`config.mk`:
```
export PLATFORM = sky130hd
export DESIGN_NAME = id_alu_issue
export DESIGN_NICKNAME = d
export VERILOG_FILES = /design/src/rtl/id_alu_issue_pkg.sv /design/src/rtl/id_alu_issue_imm_gen.sv /design/src/rtl/id_alu_issue.sv
export SDC_FILE = /design/constraint.sdc
export NUM_CORES = 1
export LEC_CHECK = 0
export CAP_MARGIN = 20
export CORE_UTILIZATION = 24
export CTS_CLUSTER_SIZE = 28
export DETAILED_ROUTE_END_ITERATION = 12
export GPL_TIMING_DRIVEN = 0
export PLACE_DENSITY = 0.6
export SYNTH_ARGS = -nofsm -noshare
export SYNTH_HDL_FRONTEND = slang
export SYNTH_HIERARCHICAL = 1
export SYNTH_SLANG_ARGS = --single-unit
```
`constraint.sdc`:
```
create_clock -name clk -period 3.4 [get_ports clk]
set_input_delay 0.51 -clock clk [delete_from_list [all_inputs] [get_ports clk]]
set_output_delay 0.51 -clock clk [all_outputs]
set_load 0.02 [all_outputs]
```
`src/rtl/id_alu_issue_pkg.sv`:
```
// Shared definitions for the decode/issue stage and the EX ALU: op encoding,
// RV32I major opcodes and the registered EX bundle layout.
package id_alu_issue_pkg;

    localparam logic [3:0] ALU_ADD  = 4'd0;
    localparam logic [3:0] ALU_SUB  = 4'd1;
    localparam logic [3:0] ALU_MUL  = 4'd2;
    localparam logic [3:0] ALU_AND  = 4'd3;
    localparam logic [3:0] ALU_OR   = 4'd4;
    localparam logic [3:0] ALU_XOR  = 4'd5;
    localparam logic [3:0] ALU_SHL  = 4'd6;
    localparam logic [3:0] ALU_SHR  = 4'd7;
    localparam logic [3:0] ALU_SLT  = 4'd8;
    localparam logic [3:0] ALU_SLTU = 4'd9;
    localparam logic [3:0] ALU_LUI  = 4'd10;
    localparam logic [3:0] ALU_BEQ  = 4'd11;
    localparam logic [3:0] ALU_BGT  = 4'd12;
    localparam logic [3:0] ALU_BLT  = 4'd13;

    localparam logic [6:0] OPC_LUI    = 7'b0110111;
    localparam logic [6:0] OPC_AUIPC  = 7'b0010111;
    localparam logic [6:0] OPC_JAL    = 7'b1101111;
    localparam logic [6:0] OPC_JALR   = 7'b1100111;
    localparam logic [6:0] OPC_BRANCH = 7'b1100011;
    localparam logic [6:0] OPC_LOAD   = 7'b0000011;
    localparam logic [6:0] OPC_STORE  = 7'b0100011;
    localparam logic [6:0] OPC_OP_IMM = 7'b0010011;
    localparam logic [6:0] OPC_OP     = 7'b0110011;

    localparam logic [6:0] F7_BASE = 7'b0000000;
    localparam logic [6:0] F7_ALT  = 7'b0100000;
    localparam logic [6:0] F7_MULD = 7'b0000001;

    typedef struct packed {
        logic [3:0]  op;
        logic [31:0] a;
        logic [31:0] b;
        logic [4:0]  rd;
        logic        rd_we;
        logic        is_branch;
        logic        branch_inv;
        logic        is_jump;
        logic        is_load;
        logic        is_store;
        logic [2:0]  funct3;
        logic [31:0] imm;
        logic [31:0] pc;
        logic [31:0] store_data;
        logic        illegal;
    } issue_bundle_t;

    // The ALU compares unsigned only; flipping the sign bit of both operands
    // turns an unsigned compare into a signed one.
    function automatic logic [31:0] sign_flip(input logic [31:0] v);
        return v ^ 32'h8000_0000;
    endfunction

endpackage

```
`src/rtl/id_alu_issue_imm_gen.sv`:
```
// RV32I immediate generator: selects and sign-extends the I/S/B/U/J immediate
// implied by the major opcode; formats without an immediate yield zero.
module rv_imm_gen
    import id_alu_issue_pkg::*;
(
    input  logic [31:0] instr,
    output logic [31:0] imm
);

    always_comb begin
        imm = '0;
        case (instr[6:0])
            OPC_OP_IMM, OPC_JALR, OPC_LOAD:
                imm = {{20{instr[31]}}, instr[31:20]};
            OPC_STORE:
                imm = {{20{instr[31]}}, instr[31:25], instr[11:7]};
            OPC_BRANCH:
                imm = {{19{instr[31]}}, instr[31], instr[7], instr[30:25], instr[11:8], 1'b0};
            OPC_LUI, OPC_AUIPC:
                imm = {instr[31:12], 12'b0};
            OPC_JAL:
                imm = {{11{instr[31]}}, instr[31], instr[19:12], instr[20], instr[30:21], 1'b0};
            default:
                imm = '0;
        endcase
    end

endmodule

```
`src/rtl/id_alu_issue.sv`:
```
// Decode/issue stage: decodes one RV32I instruction per cycle into a registered
// EX bundle in the ALU's op encoding, with load-use stall and flush.
module id_alu_issue
    import id_alu_issue_pkg::*;
#(
    parameter logic [31:0] RESET_PC_BUNDLE = 32'h0
) (
    input  logic        clk,
    input  logic        rst_n,
    input  logic        flush,
    input  logic        in_valid,
    output logic        in_ready,
    input  logic [31:0] in_pc,
    input  logic [31:0] in_instr,
    output logic [4:0]  rs1_addr,
    output logic [4:0]  rs2_addr,
    input  logic [31:0] rs1_data,
    input  logic [31:0] rs2_data,
    input  logic        ex_load_rd_v,
    input  logic [4:0]  ex_load_rd,
    output logic        out_valid,
    input  logic        out_ready,
    output logic [3:0]  out_op,
    output logic [31:0] out_a,
    output logic [31:0] out_b,
    output logic [4:0]  out_rd,
    output logic        out_rd_we,
    output logic        out_is_branch,
    output logic        out_branch_inv,
    output logic        out_is_jump,
    output logic        out_is_load,
    output logic        out_is_store,
    output logic [2:0]  out_funct3,
    output logic [31:0] out_imm,
    output logic [31:0] out_pc,
    output logic [31:0] out_store_data,
    output logic        out_illegal
);

    logic [6:0]    opcode;
    logic [2:0]    funct3;
    logic [6:0]    funct7;
    logic [4:0]    rd;
    logic [31:0]   imm;
    issue_bundle_t dec;
    issue_bundle_t bundle;
    logic          dec_writes;
    logic          dec_illegal;
    logic          use_rs1;
    logic          use_rs2;
    logic          hazard;
    logic          stall;
    logic          accept;

    assign opcode   = in_instr[6:0];
    assign rd       = in_instr[11:7];
    assign funct3   = in_instr[14:12];
    assign funct7   = in_instr[31:25];
    assign rs1_addr = in_instr[19:15];
    assign rs2_addr = in_instr[24:20];

    rv_imm_gen u_imm_gen (
        .instr (in_instr),
        .imm   (imm)
    );

    always_comb begin
        dec            = '0;
        dec.op         = ALU_ADD;
        dec.a          = rs1_data;
        dec.b          = rs2_data;
        dec.rd         = rd;
        dec.funct3     = funct3;
        dec.imm        = imm;
        dec.pc         = in_pc;
        dec.store_data = rs2_data;
        dec_writes     = 1'b0;
        dec_illegal    = 1'b0;
        use_rs1        = 1'b0;
        use_rs2        = 1'b0;
        case (opcode)
            OPC_LUI: begin
                dec.op     = ALU_LUI;
                dec.a      = '0;
                dec.b      = imm;
                dec_writes = 1'b1;
            end
            OPC_AUIPC: begin
                dec.a      = in_pc;
                dec.b      = imm;
                dec_writes = 1'b1;
            end
            OPC_JAL: begin
                dec.a       = in_pc;
                dec.b       = 32'd4;
                dec.is_jump = 1'b1;
                dec_writes  = 1'b1;
            end
            OPC_JALR: begin
                use_rs1     = 1'b1;
                dec.a       = in_pc;
                dec.b       = 32'd4;
                dec.is_jump = 1'b1;
                dec_writes  = 1'b1;
                dec_illegal = (funct3 != 3'b000);
            end
            OPC_BRANCH: begin
                use_rs1        = 1'b1;
                use_rs2        = 1'b1;
                dec.is_branch  = 1'b1;
                dec.branch_inv = funct3[0];
                case (funct3)
                    3'b000, 3'b001: dec.op = ALU_BEQ;
                    3'b100, 3'b101: begin
                        dec.op = ALU_BLT;
                        dec.a  = sign_flip(rs1_data);
                        dec.b  = sign_flip(rs2_data);
                    end
                    3'b110, 3'b111: dec.op = ALU_BLT;
                    default:        dec_illegal = 1'b1;
                endcase
            end
            OPC_LOAD: begin
                use_rs1     = 1'b1;
                dec.b       = imm;
                dec.is_load = 1'b1;
                dec_writes  = 1'b1;
                case (funct3)
                    3'b000, 3'b001, 3'b010, 3'b100, 3'b101: dec_illegal = 1'b0;
                    default:                                dec_illegal = 1'b1;
                endcase
            end
            OPC_STORE: begin
                use_rs1      = 1'b1;
                use_rs2      = 1'b1;
                dec.b        = imm;
                dec.is_store = 1'b1;
                dec_illegal  = funct3[2] | (funct3[1:0] == 2'b11);
            end
            OPC_OP_IMM: begin
                use_rs1    = 1'b1;
                dec.b      = imm;
                dec_writes = 1'b1;
                case (funct3)
                    3'b000: dec.op = ALU_ADD;
                    3'b010: begin
                        dec.op = ALU_SLT;
                        dec.a  = sign_flip(rs1_data);
                        dec.b  = sign_flip(imm);
                    end
                    3'b011: dec.op = ALU_SLT;
                    3'b100: dec.op = ALU_XOR;
                    3'b110: dec.op = ALU_OR;
                    3'b111: dec.op = ALU_AND;
                    3'b001: begin
                        dec.op      = ALU_SHL;
                        dec.b       = {27'b0, imm[4:0]};
                        dec_illegal = (funct7 != F7_BASE);
                    end
                    default: begin
                        dec.op      = ALU_SHR;
                        dec.b       = {27'b0, imm[4:0]};
                        dec_illegal = (funct7 != F7_BASE);
                    end
                endcase
            end
            OPC_OP: begin
                use_rs1    = 1'b1;
                use_rs2    = 1'b1;
                dec_writes = 1'b1;
                if (funct7 == F7_BASE) begin
                    case (funct3)
                        3'b000: dec.op = ALU_ADD;
                        3'b001: begin
                            dec.op = ALU_SHL;
                            dec.b  = {27'b0, rs2_data[4:0]};
                        end
                        3'b010: begin
                            dec.op = ALU_SLT;
                            dec.a  = sign_flip(rs1_data);
                            dec.b  = sign_flip(rs2_data);
                        end
                        3'b011: dec.op = ALU_SLT;
                        3'b100: dec.op = ALU_XOR;
                        3'b101: begin
                            dec.op = ALU_SHR;
                            dec.b  = {27'b0, rs2_data[4:0]};
                        end
                        3'b110: dec.op = ALU_OR;
                        default: dec.op = ALU_AND;
                    endcase
                end else if (funct7 == F7_ALT) begin
                    dec.op      = ALU_SUB;
                    dec_illegal = (funct3 != 3'b000);
                end else if (funct7 == F7_MULD) begin
                    dec.op      = ALU_MUL;
                    dec_illegal = (funct3 != 3'b000);
                end else begin
                    dec_illegal = 1'b1;
                end
            end
            default: dec_illegal = 1'b1;
        endcase

        // An illegal encoding travels as a harmless ADD with every side effect off.
        if (dec_illegal) begin
            dec.op         = ALU_ADD;
            dec.a          = '0;
            dec.b          = '0;
            dec.is_branch  = 1'b0;
            dec.branch_inv = 1'b0;
            dec.is_jump    = 1'b0;
            dec.is_load    = 1'b0;
            dec.is_store   = 1'b0;
        end
        dec.illegal = dec_illegal;
        dec.rd_we   = dec_writes & ~dec_illegal & (rd != 5'd0);
    end

    assign hazard = ex_load_rd_v & (ex_load_rd != 5'd0)
                  & ((use_rs1 & (ex_load_rd == rs1_addr)) | (use_rs2 & (ex_load_rd == rs2_addr)));
    assign stall    = in_valid & hazard;
    assign in_ready = flush | (~stall & (~out_valid | out_ready));
    assign accept   = in_valid & in_ready & ~flush;

    always_ff @(posedge clk) begin
        if (!rst_n) begin
            out_valid <= 1'b0;
            bundle    <= '0;
            bundle.pc <= RESET_PC_BUNDLE;
        end else if (flush) begin
            out_valid <= 1'b0;
        end else if (accept) begin
            out_valid <= 1'b1;
            bundle    <= dec;
        end else if (out_ready) begin
            out_valid <= 1'b0;
        end
    end

    assign out_op         = bundle.op;
    assign out_a          = bundle.a;
    assign out_b          = bundle.b;
    assign out_rd         = bundle.rd;
    assign out_rd_we      = bundle.rd_we;
    assign out_is_branch  = bundle.is_branch;
    assign out_branch_inv = bundle.branch_inv;
    assign out_is_jump    = bundle.is_jump;
    assign out_is_load    = bundle.is_load;
    assign out_is_store   = bundle.is_store;
    assign out_funct3     = bundle.funct3;
    assign out_imm        = bundle.imm;
    assign out_pc         = bundle.pc;
    assign out_store_data = bundle.store_data;
    assign out_illegal    = bundle.illegal;

endmodule

```
==> run summary <==
Status = complete, no violations
CTS clock-pin slew for the worst setup and hold paths = 0.07 ns
CP Class = in -> reg
Final #Nets = 1587
Commonest cells after routing, fill and taps aside = clkdlybuf4s50_1, dfxtp_1, a21oi_1
Worst EP required = 3.74 ns
Die height = 195 um
Largest fanout on the critical path = 10
Clock Path Buffers = 2
Ys async rst share = 0
DRT Pass-1 Iters = 5
Worst slew pin tran = 1.04 ns
Via count = 10.5k
Worst VDD drop = 0.359 mV
Final Skew = 0.00989 ns
Final-report hold violation count = 0
Starting DRT DRC Count = 692
Slew Viols, Final = 0
Most common cell after layout, fill and taps aside = clkdlybuf4s50_1
Worst hold path class = reg -> reg
Final Setup Violations = 0
Initial antenna violation count = 9
H-tree depth = 4
Core Region = 0.0366 mm2
Clk sink count = 180
Largest net degree at the start of global routing = 17
Routed wire length = 43800 um
Leak = 4.57 nW
P per Cell Area = 371 mW/mm2
CTS Buf Count = 17
Clock Latency Late Sink = 0.45 ns
Core Rows = 70
Worst setup startpoint = in_instr[6]
Sequential share of the synthesized area = 0.403
Ys Warns = 6
WP data arrival = 3.72 ns
Routed WL per cell = 22.7 um
Synth cell types = 63
Fmax = 296 MHz
Die ar. = 0.0380 mm2
Number of routed nets with antenna violations = 0
Leading post-synthesis cells by cell area = dfxtp_1, a21oi_1, o21ai_0
First-pass GRT wire length = 63800 um
Global route overflow = 0
Post-synth top area share = 0.403
Placement Cell Area = 0.0128 mm2
Worst Setup End Kind = register
RR Startpoint = out_valid
CP startpoint kind = input port
Max-Cap Viols = 0
Yosys top cell by area = dfxtp_1
Synth Net Count = 1236
Vias in the first global route = 10.1k
DP HPWL = 33400 um
Via density = 5.43
Post-Syn Instances = 1097
Root buf cell = clkbuf_16
Cell area after synthesis = 0.00894 mm2
Hold_sp = out_op[2]
Share of post-route cells with drive strength above 1 = 0.0816
Fin crit period = 3.37 ns
Final Instance Area = 0.0134 mm2
Primary FF master, synth = dfxtp_1
Final Util = 0.367
Avg Inst Size Synth = 8.15 um2
Slew HR = 0.306
DRC viols = 0
IO Pins = 330
Total GRT Usage = 0.223
# port buffers = 328
Area Growth Syn to Fin = 50.3%
Unrepaired setup endpoints after global routing = no
Initial Util = 0.244
CTS tree = built
Routability cong. = 0.872
Die Width = 195 um
Final worst-path cycle share = 0.992
Post-synthesis register bit count = 180
Post-synth EDFFs = 0
-- through the flow --
step | power, W | TNS (ns) | worst slack [ns] | instances | hold slack (ns)
finish | 0.00498 | 0 | 0.0261 | 1935 | 0.469
global route | 0.00517 | 0 | 0.0125 | 1933 | 0.491
CTS | 0.00502 | 0 | 0.00833 | 1926 | 0.454
detailed placement | 0.00305 | -51.40 | -1.13 | 1893 | 0.458
global placement | 0.00304 | -52.37 | -1.10 | 1893 | 0.460
floorplan | 0.00259 | 0 | 0.702 | 1097 | 0.544
-- flip-flops by register name, summed over array words and instances (netlist names) --
signal          count
out_is_load         1
out_a              32
out_illegal         1
out_is_jump         1
out_op              4
out_pc             32
out_branch_inv      1
out_imm            32
out_is_store        1
out_funct3          3
out_valid           1
out_rd              5
out_store_data     32
out_is_branch       1
out_rd_we           1
out_b              32
-- path summary, 6_finish.rpt --
kind	cells after the start	slack [ns]	end
min reg2reg	2	0.47	out_op[2]
max	9	0.03	out_b[25]
max reg2reg	7	0.44	out_store_data[1]
min	2	0.47	out_op[2]
-- cell type report --
type	instances	area, um2
fill	3881	23200
multi-input combinational	773	4690
sequential	180	3600
timing repair buffer	332	3300
buffer	136	643
tap	468	586
clock buffer	18	439
clock inverter	12	121
inverter	8	30.0
antenna	8	20.0
-- critical path, stage by stage --
cell and delay [ns]:
dlygate4sd2_1 0.41, buf_2 0.30, nand3b_1 0.32, a211oi_1 0.54, a211oi_1 0.15, nor2_2 0.35
nand2_1 0.39, clkbuf_1 0.38, o31ai_1 0.36
-- power breakdown --
part | internal, W | switching, W | leakage [nW]
clock network | 0.00104 | 0.000936 | 0.280
registers | 0.00216 | 0.0000250 | 1.46
logic | 0.000360 | 0.000468 | 2.83
-- cell usage after synthesis (all sizes together), types with 3 or more instances --
master / number
a211oi: 6
a31oi: 4
a21oi: 162
nand4: 44
a22oi: 28
nand3b: 8
and2b: 8
or2: 3
nand2: 13
nor2: 11
nand2b: 7
o22ai: 3
xor2: 6
xnor2: 4
clkbuf: 68
nor3b: 4
inv: 8
o211ai: 30
buf: 68
nand3: 127
o32ai: 3
or3: 3
nor2b: 6
nor3: 6
or4: 4
o31ai: 29
dfxtp: 180
nor4: 6
a21o: 13
a22o: 41
o21ai: 169
-- logic make-up after synthesis --
kind of cell              after synthesis  share of synthesized area
and+or+nand+nor                       261                      0.169
buffers and inverters                 144                     0.0741
AOI/OAI and AO/OA                     500                      0.341
DFF                                   180                      0.403
muxes                                   2                    0.00280
xor gates and xnor gates               10                    0.00980
-- layer usage --
layer / routed length [um] / global-route usage
met4: 1280 / 0.0852
met3: 2840 / 0.0475
met1: 18600 / 0.282
met2: 21100 / 0.370
met5: 26 / 0
-- timing repair --
action / CTS / global route
hold endpoints to repair: 0 / 0
pin swaps: 2 / 2
hold buffers: 0 / 0
buffers inserted: 3 / 1
setup endpoints to repair: 31 / 25
resized for setup: 35 / 3
(Power assumes the default switching activity.)
